===== config.mk =====
export PLATFORM = sky130hd
export DESIGN_NAME = ice_uart_frame_rx
export DESIGN_NICKNAME = d
export VERILOG_FILES = /design/src/rtl/ice_uart_frame_rx.sv
export SDC_FILE = /design/constraint.sdc
export NUM_CORES = 2
export LEC_CHECK = 0
export CORE_UTILIZATION = 40
export CTS_CLUSTER_DIAMETER = 80
export DETAILED_ROUTE_END_ITERATION = 8
export PLACE_DENSITY_LB_ADDON = 0.2
export SLEW_MARGIN = 25
export SYNTH_ARGS = -nofsm -noshare
export SYNTH_HDL_FRONTEND = slang
export SYNTH_SLANG_ARGS = --single-unit

===== constraint.sdc =====
create_clock -name clk -period 4.5 [get_ports clk]
set_clock_uncertainty 0.1 [all_clocks]
set_input_delay 0.45 -clock clk [delete_from_list [all_inputs] [get_ports clk]]
set_output_delay 0.45 -clock clk [all_outputs]
set_load 0.02 [all_outputs]

===== src/rtl/ice_uart_frame_rx.sv =====
// ice_uart_frame_rx
//
// Purpose:
//   Assembles ICE command frames from the byte stream delivered by the
//   host-side uart receiver. A frame on the wire is
//     [type][event_id][len][len payload bytes]
//   The three header bytes are held in registers. The payload is buffered in
//   an internal first-word-fall-through FIFO. The frame is presented to the
//   command dispatcher only after its last byte has arrived. If the gap
//   between two bytes of one frame reaches TIMEOUT, the partial frame is
//   discarded.
//
// Parameters:
//   DEPTH    payload FIFO depth in bytes (power of 2, >= 256)
//   TIMEOUT  maximum clk cycles allowed between two bytes of one frame
//
// Ports:
//   clk           system clock
//   reset         synchronous, active-high reset
//   rx_latch      one-cycle strobe: rx_data carries a received byte
//   rx_data       received byte
//   frm_valid     a complete frame is held; frm_type/frm_id/frm_len are stable
//   frm_type      frame type byte
//   frm_id        event id byte
//   frm_len       payload length (0..255)
//   pay_valid     a payload byte is available on pay_data
//   pay_data      payload byte at the FIFO head (0 when pay_valid is low)
//   pay_ready     consumer accepts pay_data
//   frm_ack       one-cycle strobe: consumer releases the held frame
//   err_overflow  one-cycle pulse: a byte arrived while a frame was held
//   err_timeout   one-cycle pulse: a partial frame was discarded
//   state_dbg     current parser state (debug observation only)
//
// Handshake:
//   A payload byte transfers on a rising clk edge where pay_valid and
//   pay_ready are both high. pay_valid only rises while a complete frame is
//   held, and it never drops without a transfer unless frm_ack releases the
//   frame. The producer side has no back-pressure: rx_latch is a strobe.

module ice_uart_frame_rx #(
  parameter int DEPTH   = 256,
  parameter int TIMEOUT = 20000
) (
  input  logic       clk,
  input  logic       reset,
  input  logic       rx_latch,
  input  logic [7:0] rx_data,
  output logic       frm_valid,
  output logic [7:0] frm_type,
  output logic [7:0] frm_id,
  output logic [7:0] frm_len,
  output logic       pay_valid,
  output logic [7:0] pay_data,
  input  logic       pay_ready,
  input  logic       frm_ack,
  output logic       err_overflow,
  output logic       err_timeout,
  output logic [2:0] state_dbg
);

  localparam int AW = $clog2(DEPTH);
  localparam int PW = AW + 1;
  localparam int TW = $clog2(TIMEOUT) + 1;
  localparam logic [TW-1:0] TO_LAST = TW'(TIMEOUT - 1);

  typedef enum logic [2:0] {
    S_IDLE     = 3'd0,
    S_GOT_TYPE = 3'd1,
    S_GOT_ID   = 3'd2,
    S_PAYLOAD  = 3'd3,
    S_HOLD     = 3'd4
  } state_t;

  state_t state, state_next;

  logic [7:0]    mem [DEPTH];
  logic [PW-1:0] wr_ptr, rd_ptr;
  logic [7:0]    cnt;
  logic [TW-1:0] idle_cnt;

  logic load_type, load_id, load_len, push, pop, flush;
  logic in_frame, timeout_hit, ovf;
  logic fifo_empty;

  // Pointers carry one extra bit so full and empty are distinguishable.
  // A frame never holds more than 255 bytes, so full is unreachable.
  assign fifo_empty = (wr_ptr == rd_ptr);

  // The inter-byte timer only runs while a frame is partially received.
  assign in_frame = (state == S_GOT_TYPE) || (state == S_GOT_ID) ||
                    (state == S_PAYLOAD);

  // A byte arriving on the expiry cycle keeps the frame alive.
  assign timeout_hit = in_frame && !rx_latch && (idle_cnt == TO_LAST);

  always_comb begin
    state_next = state;
    load_type  = 1'b0;
    load_id    = 1'b0;
    load_len   = 1'b0;
    push       = 1'b0;
    flush      = 1'b0;
    ovf        = 1'b0;
    case (state)
      S_IDLE: begin
        if (rx_latch) begin
          load_type  = 1'b1;
          state_next = S_GOT_TYPE;
        end
      end
      S_GOT_TYPE: begin
        if (rx_latch) begin
          load_id    = 1'b1;
          state_next = S_GOT_ID;
        end else if (timeout_hit) begin
          flush      = 1'b1;
          state_next = S_IDLE;
        end
      end
      S_GOT_ID: begin
        if (rx_latch) begin
          load_len   = 1'b1;
          state_next = (rx_data == 8'd0) ? S_HOLD : S_PAYLOAD;
        end else if (timeout_hit) begin
          flush      = 1'b1;
          state_next = S_IDLE;
        end
      end
      S_PAYLOAD: begin
        if (rx_latch) begin
          push = 1'b1;
          // frm_len is at least 1 here, so len-1 does not underflow.
          if (cnt == frm_len - 8'd1) begin
            state_next = S_HOLD;
          end
        end else if (timeout_hit) begin
          flush      = 1'b1;
          state_next = S_IDLE;
        end
      end
      S_HOLD: begin
        // While a frame is held, incoming bytes are dropped.
        // This includes the cycle on which the frame is released.
        ovf = rx_latch;
        if (frm_ack) begin
          flush      = 1'b1;
          state_next = S_IDLE;
        end
      end
      default: begin
        state_next = S_IDLE;
      end
    endcase
  end

  // A release on the same cycle supersedes a pop; the flush empties the FIFO.
  assign pop = (state == S_HOLD) && !fifo_empty && pay_ready && !frm_ack;

  always_ff @(posedge clk) begin
    if (reset) begin
      state        <= S_IDLE;
      frm_type     <= 8'd0;
      frm_id       <= 8'd0;
      frm_len      <= 8'd0;
      cnt          <= 8'd0;
      wr_ptr       <= '0;
      rd_ptr       <= '0;
      idle_cnt     <= '0;
      err_overflow <= 1'b0;
      err_timeout  <= 1'b0;
    end else begin
      state        <= state_next;
      err_overflow <= ovf;
      err_timeout  <= timeout_hit;

      if (load_type) begin
        frm_type <= rx_data;
      end
      if (load_id) begin
        frm_id <= rx_data;
      end
      if (load_len) begin
        frm_len <= rx_data;
        cnt     <= 8'd0;
      end else if (push) begin
        cnt <= cnt + 8'd1;
      end

      if (push) begin
        wr_ptr <= wr_ptr + PW'(1);
      end

      // Flushing discards whatever is left of the current frame.
      // No push can coincide with a flush.
      if (flush) begin
        rd_ptr <= wr_ptr;
      end else if (pop) begin
        rd_ptr <= rd_ptr + PW'(1);
      end

      if (rx_latch || !in_frame || timeout_hit) begin
        idle_cnt <= '0;
      end else begin
        idle_cnt <= idle_cnt + TW'(1);
      end
    end
  end

  // Payload storage needs no reset; validity is tracked by the pointers.
  always_ff @(posedge clk) begin
    if (push) begin
      mem[wr_ptr[AW-1:0]] <= rx_data;
    end
  end

  assign frm_valid = (state == S_HOLD);
  assign pay_valid = (state == S_HOLD) && !fifo_empty;
  // The data is gated so that pay_data reads 0 whenever nothing is offered,
  // including straight after reset when the storage is uninitialised.
  assign pay_data  = pay_valid ? mem[rd_ptr[AW-1:0]] : 8'd0;
  assign state_dbg = state;

endmodule

# [Word level (Yosys, flattened, before mapping)]
# Memories as Yosys holds them, arrays and structs flattened. A register that Yosys moved wholly into a read port is not among the register bits.
# Cells that the tools add are included.
[word_totals] reg_bits=71 latch_bits=0 ramBits=2048 romBits=0 inputBits=13 output_inout_bits=39 elab_cells=73 mem_count=1
[mem_list] name="mem" depth=256 width=8 rd=1 rd_clocked_by_memory_dff=1 wr=1 line_no="76" source="logic [7:0] mem [DEPTH];"
[op_classes] add_sub_neg=5 n_mul=0 div_mod_pow=0 order_cmp=0 eq_ne=10 shift=0 muxes=25 n_bitwise=1 reduce_logical=21
[op_table] op="3-bit two-way mux" count=8
[op_table] op="8-bit two-way mux" count=3
[op_table] op="9-bit by 1-bit adder with 9-bit output, second input constant" count=2
[op_table] op="9-bit two-way mux" count=2
[op_table] op="16-bit by 1-bit adder with 16-bit output, second input constant" count=1
[op_table] op="16-bit by 15-bit equality test with 1-bit output, second input constant" count=1
[op_table] op="3-bit case mux with 5 select lines" count=1
[op_table] op="1-bit two-way mux" count=10
[op_table] op="9-bit equality test" count=1
[op_table] op="8-bit by 1-bit adder with 8-bit output, second input constant" count=1
[op_table] op="8-bit equality test" count=1
[op_table] op="8-bit zero test" count=1
[op_table] op="8-bit by 1-bit subtractor with 8-bit output, second input constant" count=1
[op_table] op="3-bit by 2-bit equality test with 1-bit output, second input constant" count=2
[op_table] op="2-bit OR reduction" count=3
[op_table] op="1-bit logical AND" count=5
[op_table] op="1-bit zero test" count=4
[op_table] op="1-bit logical OR" count=4
[op_table] op="3-bit by 1-bit equality test with 1-bit output, second input constant" count=1
[op_table] op="3-bit equality test, second input constant" count=1
[op_table] op="3-bit zero test" count=1
[op_table] op="3-bit by 2-bit inequality test with 1-bit output, second input constant" count=1
[op_table] op="3-bit AND reduction" count=1
[op_table] op="3-bit OR reduction" count=1
[op_table] op="5 further kinds" count=5

# [Depth between registers and ports, before layout]
[depth] depth_word=11 ltp_mapped=13 mapped_depth_nobuf=9

# [Worst setup path before layout]
# OpenSTA, ideal clock, no wires.
[synth_timing] path_kind="reg-to-output" from="register with a tool-made name" to="output port pay_data[6]" arrival_time_ns=2.645 t_required_ns=3.950 path_slack_ns=1.305 path_stages_with_launch=13 path_buffers=6 cell_sequence="dfxtp_1 buf_6 buf_6 buf_6 buf_6 buf_6 buf_6 mux2i_1 o221ai_1 o22ai_1 o21ai_0 nand4_1 o41ai_1"
[synth_rtl] element="end, declared" line_no="53" source="output logic [7:0] pay_data,"

==> flow_summary.ini <==
[yosys]
synth_seq_area_share = 0.7592
mappedNetlistArea_mm2 = 0.08308
yosysWarnings = 0
syn_nets = 4320
synth_top_family_by_area = multiplexers
synth_flop_cell = edfxtp_1
synth_top_area_share = 0.7402
synth_edf_count = 2048
synth_area_leaders = edfxtp_1 (74%), mux4_2 (11%), mux2i_1 (3.5%)
yosys.area_share.simple = 0.03531
synth-compound-area-share = 0.03968
ys_types = 64
yosysTopAreaCell = edfxtp_1
synth.area.mux_share = 0.1424
yosys.area_share.adder = 0.001205
async_flop_share = 0
synthXorXnorAreaFrac = 0.004955
synth_seq_cells = 2127
avgSynthCellArea_um2 = 19.33
synthCells = 4299

[power]
p_leak_uw = 0.03018
p_per_area_mw_per_mm2 = 409.4
p_total_uw = 40110
ir_drop_mv = 0.3522

[clocking]
h-tree-depth = 4
clkTransAtPathRegs_ns = 0.06
cts_tree = yes
clockRootBuffer = clkbuf_16
clock_latency_ns = 0.86
cts_buffers = 218
cts.sinks = 2127
cts_buffer_depth = 3

[sta]
rsz0062_at_grt = yes
hold_viol = 0
fin_crit_sh = 0.9990
worst_pin_slew_ns = 1.070
max-slew-margin-rel = 0.2869
finalCriticalPeriod_ns = 4.496
setup_viol_count_final = 0
clock.fmax_ghz = 0.2224
holdWs_ns = 0.03337
slew_violations = 0

[job]
max_cap_viol_count = 0

[critical_path]
critPathMaxStageDelay_ns = 0.64
r2r_start = state_dbg[2]$_SDFFE_PP0P_
rr_worst_depth = 7
path_cells = buf_12 > inv_6 > buf_12 > mux4_2 > nand3b_1 > o211ai_1 > o31ai_1 > buf_4 > buf_4
cpMaxStageDelayCell = mux4_2
cp_max_fo = 39
critical_path_required_ns = 3.95
worstPathArrival_ns = 3.95
start_kind = register
cp-end-kind = output pin
critical_path_class = register to output pin

[layout]
drive_above_1_share = 0.2593
syn_to_final_growth_pct = 17.94
final_nets = 4840
layout_commonest_cell = edfxtp_1
layout_common_cells = edfxtp_1 (2048), buf_4 (439), mux4_2 (394), nor2_1 (342), mux2i_1 (290)

[routing]
vias = 44057
firstDrtPassIters = 5
drcViolationCount = 0
wl_um = 228000
avgRoutedWirePerCell_um = 29.61
viasPerCell = 5.721
ant_nets = 0
drtIter0Drc = 4484

[status]
outcome = completed

[floorplanning]
die_w_um = 457.8
initial_utilization = 0.4045
num_rows = 166
io_pins = 52
dieArea_mm2 = 0.2095
core_mm2 = 0.2054
chipHeight_um = 457.8

[worst_hold_path]
hold_depth = 1
min_from = rx_data[1]
hold_class = input pin to register

[global_routing]
grt_pass1_vias = 43905
grt_pass1_wl_um = 326500
grt_max_degree = 180
globalRouteOverflowTotal = 0
grtUsageTotal = 0.2171
antenna_found_initial = 3

[placement]
hpwl_um = 139200
port_buffers = 51
globalplace.congestion = 0.8509
-- final cells by class --
cell class              instances  area, um^2
fillers                     17065      107400
flip-flops and latches       2127       63100
multi-input cells            1899       18960
clock buffers                 277        5717
repair buffers                561        5439
well taps                    2688        3363
clock inverters               133        1355
inverters                      12       56.30
diodes                          4       10.01
-- path summary, 6_finish.rpt --
path / end / slack, ns
worst min register to register: frm_type[4]$_SDFFE_PP0P_ / 0.36
worst max-delay path: pay_data[1] / 0.004
worst min-delay path: mem[5][1]$_DFFE_PP_ / 0.03
worst max register to register: mem[136][3]$_DFFE_PP_ / 1.46
-- routing by layer --
layer	part of all wire	global-route usage
met1	0.44	0.3100
met2	0.48	0.3451
met3	0.063	0.03871
met4	0.021	0.05382
met5	0	0
-- through the flow --
stage | setup TNS [ns] | setup WS (ns) | instance area, um^2 | std cells | utilization
floorplan | 0 | 1.305 | 83080 | 4299 | -
global placement | 0 | 0.1068 | 89490 | 7228 | 0.4357
detailed placement | 0 | 0.1237 | 89500 | 7228 | 0.4357
CTS | 0 | 0.003253 | 97660 | 7688 | 0.4755
global route | -0.09566 | -0.03069 | 97990 | 7698 | 0.4770
finish | 0 | 0.004397 | 97990 | 7701 | 0.4771
-- registers in the layout, summed over array words and instances, names as in the netlist, named ones only --
name / count
frm_type: 8
frm_len: 8
idle_cnt: 16
err_overflow: 1
cnt: 8
mem: 2048
rd_ptr: 9
state_dbg: 3
err_timeout: 1
wr_ptr: 9
frm_id: 8
-- power breakdown --
part | internal (uW) | switching, uW | total, uW
combinational | 124 | 442 | 565
sequential | 21700 | 12.1 | 21700
clock | 10200 | 7630 | 17800
total | 32000 | 8080 | 40100
-- worst max-delay path: cells and delay by family, from the launching register on --
| kind | cells | cell delay, ns |
|---|---|---|
| AOI/OAI and AO/OA | 2 | 0.44 |
| buffers and inverters | 5 | 1.26 |
| DFF | 1 | 0.36 |
| muxes | 1 | 0.64 |
| and+or+nand+nor | 1 | 0.32 |
-- cells in the mapped netlist, drive strengths merged, types with 3 or more instances --
master / n
and3: 12
nand2b: 4
a221oi: 12
nand3: 34
o221ai: 106
xor2: 26
a222oi: 5
or3: 8
nor4: 7
nor3b: 5
o211a: 3
or4: 4
a211oi: 28
nor3: 36
a22oi: 39
ha: 8
buf: 123
mux2i: 293
nor2b: 14
o32ai: 3
o21ai: 56
and2: 7
a31oi: 5
xnor2: 21
o22a: 6
o211ai: 4
a21oi: 117
and4: 3
nand4: 22
or2: 5
nor4b: 7
clkbuf: 139
a311oi: 3
nand3b: 5
nand2: 152
dfxtp: 79
a211o: 3
mux4: 395
inv: 12
edfxtp: 2048
a22o: 4
o22ai: 70
o31ai: 4
nor2: 346
-- timing repair --
item / CTS / global route
setup endpoints to repair: 8 / 8
buffers inserted: 30 / 6
hold buffers: 7 / 0
gates resized for setup: 73 / 41
gates cloned: 13 / 2
endpoints found under the hold margin: 201 / 0
pin swaps: 9 / 9
-- logic make-up after synthesis --
kind of cell | count (synthesis)
AOI/OAI and AO/OA | 481
adders and majority gates | 8
muxes | 688
xor gates and xnor gates | 47
and+or+nand+nor | 674
buffers and inverters | 274
DFF | 2127
No activity file was read; power rests on OpenSTA's default activity.
